==> config.mk <==
export PLATFORM = sky130hd
export DESIGN_NAME = icache
export DESIGN_NICKNAME = d
export VERILOG_FILES = /design/src/rtl/icache.sv
export SDC_FILE = /design/constraint.sdc
export NUM_CORES = 2
export LEC_CHECK = 0
export BUFFER_PORTS_ARGS = -buffer_cell sky130_fd_sc_hd__buf_2
export CAP_MARGIN = 20
export CORE_AREA = 8 8 478 480
export CTS_BUF_LIST = sky130_fd_sc_hd__clkbuf_4 sky130_fd_sc_hd__clkbuf_8
export DETAILED_ROUTE_END_ITERATION = 12
export DIE_AREA = 0 0 486 488
export PLACE_DENSITY = 0.83
export SETUP_SLACK_MARGIN = 0.3
export SYNTH_ARGS = -nofsm -noshare
export SYNTH_HDL_FRONTEND = slang
export SYNTH_SLANG_ARGS = --single-unit
==> constraint.sdc <==
create_clock -name clk -period 8.25 [get_ports clk]
set_input_delay 0.4125 -clock clk [delete_from_list [all_inputs] [get_ports clk]]
set_output_delay 0.4125 -clock clk [all_outputs]
set_load 0.02 [all_outputs]
==> src/rtl/icache.sv <==
// Direct-mapped instruction cache, one 32-bit word per entry, with a blocking
// single-outstanding miss path to the memory controller.
module icache #(
   parameter int ENTRY_BITS = 6
) (
   input  logic        clk,
   input  logic        rst,
   input  logic        rdy,
   input  logic        jump_rst,
   input  logic        fetch_valid,
   input  logic [31:0] fetch_pc,
   output logic        inst_ready,
   output logic [31:0] inst,
   output logic [31:0] inst_pc,
   output logic        mem_req,
   output logic [31:0] mem_addr,
   input  logic        mem_done,
   input  logic [31:0] mem_inst
);

   localparam int ENTRIES = 1 << ENTRY_BITS;
   localparam int TAG_W   = 30 - ENTRY_BITS;

   typedef enum logic {S_IDLE, S_MISS} state_e;

   state_e             state_q, state_d;
   logic [ENTRIES-1:0] valid_q, valid_d;
   logic               inst_ready_q, inst_ready_d;
   logic [31:0]        inst_q, inst_d;
   logic [31:0]        inst_pc_q, inst_pc_d;
   logic               mem_req_q, mem_req_d;
   logic [31:0]        mem_addr_q, mem_addr_d;
   logic [31:0]        miss_pc_q, miss_pc_d;
   logic               fill_we;

   logic [TAG_W-1:0]   tag_mem  [ENTRIES];
   logic [31:0]        data_mem [ENTRIES];

   logic [ENTRY_BITS-1:0] fetch_idx, miss_idx;
   logic [TAG_W-1:0]      fetch_tag, miss_tag;
   logic                  hit;

   assign fetch_idx = fetch_pc[ENTRY_BITS+1:2];
   assign fetch_tag = fetch_pc[31:ENTRY_BITS+2];
   assign miss_idx  = miss_pc_q[ENTRY_BITS+1:2];
   assign miss_tag  = miss_pc_q[31:ENTRY_BITS+2];
   assign hit       = valid_q[fetch_idx] && (tag_mem[fetch_idx] == fetch_tag);

   always_comb begin
      state_d      = state_q;
      valid_d      = valid_q;
      inst_ready_d = inst_ready_q;
      inst_d       = inst_q;
      inst_pc_d    = inst_pc_q;
      mem_req_d    = mem_req_q;
      mem_addr_d   = mem_addr_q;
      miss_pc_d    = miss_pc_q;
      fill_we      = 1'b0;
      // A flush overrides everything, including a fill landing the same cycle.
      if (jump_rst) begin
         state_d      = S_IDLE;
         inst_ready_d = 1'b0;
         mem_req_d    = 1'b0;
         mem_addr_d   = 32'h0;
      end else if (rdy) begin
         inst_ready_d = 1'b0;
         unique case (state_q)
            S_IDLE: begin
               if (fetch_valid && !inst_ready_q) begin
                  if (hit) begin
                     inst_ready_d = 1'b1;
                     inst_d       = data_mem[fetch_idx];
                     inst_pc_d    = fetch_pc;
                  end else begin
                     state_d    = S_MISS;
                     mem_req_d  = 1'b1;
                     mem_addr_d = {fetch_pc[31:2], 2'b00};
                     miss_pc_d  = fetch_pc;
                  end
               end
            end
            S_MISS: begin
               if (mem_done) begin
                  fill_we            = 1'b1;
                  valid_d[miss_idx]  = 1'b1;
                  inst_ready_d       = 1'b1;
                  inst_d             = mem_inst;
                  inst_pc_d          = miss_pc_q;
                  mem_req_d          = 1'b0;
                  mem_addr_d         = 32'h0;
                  state_d            = S_IDLE;
               end
            end
            default: state_d = S_IDLE;
         endcase
      end
   end

   always_ff @(posedge clk) begin
      if (rst) begin
         state_q      <= S_IDLE;
         valid_q      <= '0;
         inst_ready_q <= 1'b0;
         inst_q       <= 32'h0;
         inst_pc_q    <= 32'h0;
         mem_req_q    <= 1'b0;
         mem_addr_q   <= 32'h0;
         miss_pc_q    <= 32'h0;
      end else begin
         state_q      <= state_d;
         valid_q      <= valid_d;
         inst_ready_q <= inst_ready_d;
         inst_q       <= inst_d;
         inst_pc_q    <= inst_pc_d;
         mem_req_q    <= mem_req_d;
         mem_addr_q   <= mem_addr_d;
         miss_pc_q    <= miss_pc_d;
      end
   end

   // Tag/data storage needs no reset; the valid bits gate every lookup.
   always_ff @(posedge clk) begin
      if (!rst && fill_we) begin
         tag_mem[miss_idx]  <= miss_tag;
         data_mem[miss_idx] <= mem_inst;
      end
   end

   assign inst_ready = inst_ready_q;
   assign inst       = inst_q;
   assign inst_pc    = inst_pc_q;
   assign mem_req    = mem_req_q;
   assign mem_addr   = mem_addr_q;

endmodule

* Word level (Yosys, flattened, before mapping) *
Memories as Yosys holds them, arrays and structs flattened.
Cells that the tools add are included.

cells by class
  $lt $le $gt $ge = 3
  multiply operators = 0
  $add $sub $neg = 0
  eq/ne operators = 5
  divide/modulo/power cells = 0
  shift-type cells = 0
  mux-type cells = 33
  reduce and logical (&&, ||, !) cells = 11
  bitwise operators = 4

operators with widths
  cell                                                                          number
  32-bit 2-to-1 mux                                                             9
  32-bit one-hot mux with 2 select lines                                        3
  64-bit bitwise OR                                                             1
  24-bit equality test                                                          1
  1-bit 2-to-1 mux                                                              16
  6-bit by 7-bit less-than comparator with 1-bit output, second input constant  2
  5-bit AND reduction                                                           2
  2-bit inequality test, second input constant                                  4
  4-bit AND reduction                                                           2
  1-bit binary-select mux with 6-bit select                                     1
  1-bit demux with 6-bit select                                                 1
  6-bit by 1-bit >= comparator with 1-bit output, second input constant         1
  1-bit one-hot mux with 2 select lines                                         3
  1-bit logical AND                                                             4
  1-bit inverter                                                                3
  1-bit logical NOT                                                             2
  2-bit OR reduction                                                            1

word-level totals
  bits in registers = 195
  latch bits = 0
  input bits = 70
  output and inout bits = 98
  memories = 2
  memory bits (read-only) = 0
  word-level logic and storage cells = 66
  bits in writable memories = 3584

memory list
  name      depth  bits a word  read ports  clocked after Yosys merged registers in  write ports  RTL line  text
  data_mem  64     32           1           0                                        1            37        logic [31:0] data_mem [ENTRIES];
  tag_mem   64     24           1           0                                        1            36        logic [TAG_W-1:0] tag_mem [ENTRIES];

* Longest topological paths before layout *
  depth after elaboration = 7
  mapped depth = 19
  mapped depth without buffers = 11

* Worst setup path before layout *
OpenSTA, ideal clock, no wires.

  path type = flip-flop to flip-flop
  from = register state_q
  to = memory data_mem[14][0], enable pin
  required time = 7.778 ns
  cell stages (with the launch flop) = 6
  slack = 4.153 ns
  clock period less this slack = 4.097 ns
  arrival time = 3.625 ns
  setup time = 0.472 ns
  path buffers = 1
  path through = dfxtp_1 clkbuf_1 and3_1 and3_1 nand3_1 nor2_1

on the way
  cells in the longest elaborated chain, start to end = 6

ends and longest elaborated chain
  what                                    RTL line  text
  start, declared                         26        state_e state_q, state_d;
  start signal, assigned                  110       state_q <= state_d;
  1-bit 2-to-1 mux                        67        unique case (state_q)
  1-bit 2-to-1 mux                        65        end else if (rdy) begin
  1-bit 2-to-1 mux                        60        if (jump_rst) begin
  1-bit logical AND                       123       if (!rst && fill_we) begin
  1-bit 2-to-1 mux                        123
  1-bit 2-to-1 mux (implied by the code)  125       data_mem[miss_idx] <= mem_inst;
  end, declared                           37

No other way between the ends.

* Final worst setup path *
  from = input port fetch_pc[2]
  to = register miss_pc_q[1]

on the way
  cells in the longest elaborated chain, start to end = 5
  elaborated cells on any way between the ends = 7
  classes of those cells = 1 x eq/ne; 2 x mux; 1 x bitwise; 2 x reduce/logical; 1 x memory

ends and longest elaborated chain
  what                                                                                    RTL line  text
  start, declared                                                                         11        input logic [31:0] fetch_pc,
  memory 64 x 24 bit / 1-bit binary-select mux with 6-bit select (equally long branches)  n/a
  24-bit equality test / 1-bit 2-to-1 mux (equally long branches)                         47        assign hit = valid_q[fetch_idx] && (tag_mem[fetch_idx] == fetch_tag);
  1-bit logical AND *                                                                     47
  1-bit inverter (no source line) *                                                       n/a
  5-bit AND reduction (no source line) *                                                  n/a
  end signal, assigned                                                                    117       miss_pc_q <= miss_pc_d;
  end, declared                                                                           33        logic [31:0] miss_pc_q, miss_pc_d;

Mark *: on every way between the ends. The rest lies on a longest branch, timed or not. The select of a mux whose other input is x is not followed.
A chain may end at the register's enable or synchronous reset.

==> flow_summary.yaml <==
clock_tree:
  cts_root_buf: "clkbuf_8"
  clk-insertion-delay-late_ns: 1.12
  clock-sinks: 3777
  cts_max_path_buffers: 4
  clk_pin_slew_worst_paths_ns: 0.07
  cts_tree: "yes"
  cts-buffers-inserted: 587
  htree_levels: 6
critical_path:
  crit_path_start_kind: "input port"
  endpoint_kind: "register"
  cp.required_ns: 9.25
  critPathKind: "input port to register"
  critical_path_arrival_ns: 6.97
  cp_max_fo: 91
synth:
  synth_area_um2: 145000
  synth-edff-count: 3584
  ys_async_sr_fraction_pct: 0
  synth_top_area_share_pct: 74.25
  syn_inst: 6523
  synth-seq-cells: 3777
  synth_seq_area_share_pct: 76.91
  yosys_warnings: 0
  synth_area_leaders: "edfxtp_1, mux4_2, dfxtp_1"
  synthFlopType: "edfxtp_1"
  postSynthAreaPerCell_um2: 22.22
  synth_top_cell_by_area: "edfxtp_1"
  ys_types: 73
global_routing:
  grt.total_usage_pct: 36.04
  grt_pass1_vias: 79610
  grt_pass1_wl_um: 596500
  grt_start_max_net_pins: 138
  grt_overflow_total: 0
  antenna_found_initial: 22
flow_run:
  drv_cap: 0
timing:
  hold_ws_ns: 0.07239
  fin_worst_skew_ns: 0.09368
  rsz0062_at_grt: "no"
  setup_viol: 0
  fin_tns_setup_ns: 0
  fin_crit_sh_pct: 72.33
  relSlewSlack_pct: 12.79
  tightest_slew_ns: 1.308
  slew_viol_final: 0
  max_freq_mhz: 167.6
  hold_violations: 0
  min_period_ns: 5.967
cells_and_area:
  nets: 7255
  drive_gt1_share_pct: 31.33
  stdcell_count: 10600
  n_fill_cell: 10850
  area_growth_pct: 11.96
  final_core_util_pct: 73.44
power_and_ir_drop:
  power_density_nw_per_um2: 235.3
  ir_drop_mv: 0.1459
  leakagePower_nw: 53.30
  power_w: 0.03818
die:
  die_width_um: 486
  initial_core_util_pct: 65.59
  core_area_um2: 221000
  pin_count: 168
  dieHeight_um: 488
  rows: 173
  die-area_um2: 237200
placed_design:
  dpl.hpwl_um: 221900
  place_congestion: 0.8916
  port_buffers: 165
  post-place-cells: 9479
route:
  drc_errors: 0
  firstDrtPassIters: 9
  ant_nets: 0
  first_iter_violations: 15290
  vias_per_cell: 7.559
  wl_um: 434400
  vias: 80130
  wl_per_cell_um: 40.98
status:
  status: "completed"
worst_hold_path:
  hold_path_class: "input port to register"
==> cells in the final DEF, fill, tap and decap left out, types with 15 or more instances in the layout <==
master / synthesis / final
mux2_2: 16 / 16
clkbuf_4: 0 / 191
nand2b_1: 18 / 18
edfxtp_1: 3584 / 3584
buf_2: 153 / 158
clkinv_1: 1 / 121
o21ai_0: 45 / 45
o22ai_1: 34 / 34
nand3_1: 83 / 83
a31o_1: 31 / 31
nor2_1: 120 / 53
o32ai_1: 18 / 18
a31o_2: 27 / 27
clkinv_2: 0 / 45
a21o_1: 65 / 65
dfxtp_2: 0 / 20
nor2b_1: 20 / 16
clkbuf_8: 0 / 632
buf_12: 0 / 40
nand4_1: 19 / 19
a22oi_1: 109 / 109
inv_1: 16 / 16
a211oi_1: 15 / 15
mux2i_1: 336 / 336
nand3b_1: 17 / 17
dlygate4sd3_1: 0 / 71
nor2_4: 0 / 64
mux4_2: 949 / 949
a21oi_1: 51 / 50
buf_4: 48 / 176
nor3_1: 52 / 51
and3_1: 28 / 28
a32oi_1: 15 / 15
nand2_1: 103 / 103
dfxtp_1: 193 / 172
==> cell type report <==
type	instances	area (um2)	area share, %
inverter	21	88.84	0.05474
clock inverter	193	1121	0.6908
sequential	3777	111500	68.71
clock buffer	823	10130	6.243
multi-input combinational	2343	31880	19.64
antenna	14	35.03	0.02159
timing repair buffer	455	3804	2.344
tap	2975	3722	2.294
==> cell families after synthesis <==
| kind of cell | after synthesis | share of synthesized area [%] |
|---|---|---|
| flops | 3777 | 76.91 |
| xor+xnor | 18 | 0.1088 |
| simple gates | 520 | 1.824 |
| buf+inv | 404 | 1.468 |
| mux | 1301 | 17.19 |
| other cells | 1 | 0.002587 |
| compound gates | 502 | 2.497 |
==> cells in the mapped netlist (all sizes together) (53+ instances only) <==
| cell | n |
|---|---|
| clkbuf | 121 |
| a22oi | 109 |
| buf | 262 |
| mux4 | 949 |
| edfxtp | 3584 |
| o21ai | 57 |
| a21o | 66 |
| nor3 | 53 |
| dfxtp | 193 |
| mux2i | 336 |
| nor2 | 122 |
| nand3 | 83 |
| nand2 | 103 |
| a31o | 58 |
==> worst max-delay path, stage by stage <==
cell and delay, ns:
buf_12 0.42, buf_4 0.64, mux4_2 0.61, a32oi_1 0.25
nand3_1 0.11, a2111oi_0 0.75, buf_4 0.26, nand4_1 0.16
xnor2_1 0.19, o2111ai_1 0.19, and4bb_2 0.53, a21o_2 0.73
buf_4 0.45, o21ai_1 0.10, a21oi_1 0.19, dlygate4sd3_1 0.57
==> metal layers <==
| metal | GRT usage, % | vias up | part of all wire [%] |
|---|---|---|---|
| met4 | 21.62 | 22 | 7.7 |
| li1 | - | 29050 | - |
| met5 | 0 | - | 0.034 |
| met3 | 12.70 | 2076 | 17 |
| met2 | 54.84 | 9192 | 45 |
| met1 | 45.33 | 39800 | 30 |
==> sequential cells by signal, indices dropped and copies added (netlist names) <==
register	flops
tag_mem	1536
mem_req	1
inst	32
mem_addr	30
inst_ready	1
valid_q	64
miss_pc_q	32
data_mem	2048
state_q	1
inst_pc	32
==> final timing paths <==
path	startpoint	slack, ns	depth (start not counted)	to
hold reg to reg	valid_q[53]$_SDFFE_PP0P_	0.46	1	valid_q[53]$_SDFFE_PP0P_
setup reg to reg	tag_mem[0][11]$_DFFE_PP_	2.80	13	miss_pc_q[1]$_SDFFE_PP0P_
hold / removal	mem_inst[26]	0.07	1	data_mem[56][26]$_DFFE_PP_
setup / recovery	fetch_pc[2]	2.28	16	miss_pc_q[1]$_SDFFE_PP0P_
==> power breakdown <==
part / internal (W) / switching, W
sequential: 0.0209 / 0.0000238
combinational: 0.000676 / 0.00106
clock: 0.00822 / 0.00728
==> through the flow <==
step	worst slack [ns]	area, um2
floorplan	4.153	145000
global placement	1.952	149800
detailed placement	1.790	149900
CTS	2.409	161800
global route	2.176	162300
finish	2.283	162300
==> timing repair <==
item	CTS	global route
buffers inserted	0	0
resized for setup	0	0
hold buffers	71	0
hold endpoints to repair	782	0
endpoints found under the setup margin	0	0
Note: power is estimated with default switching activity, not from simulation.
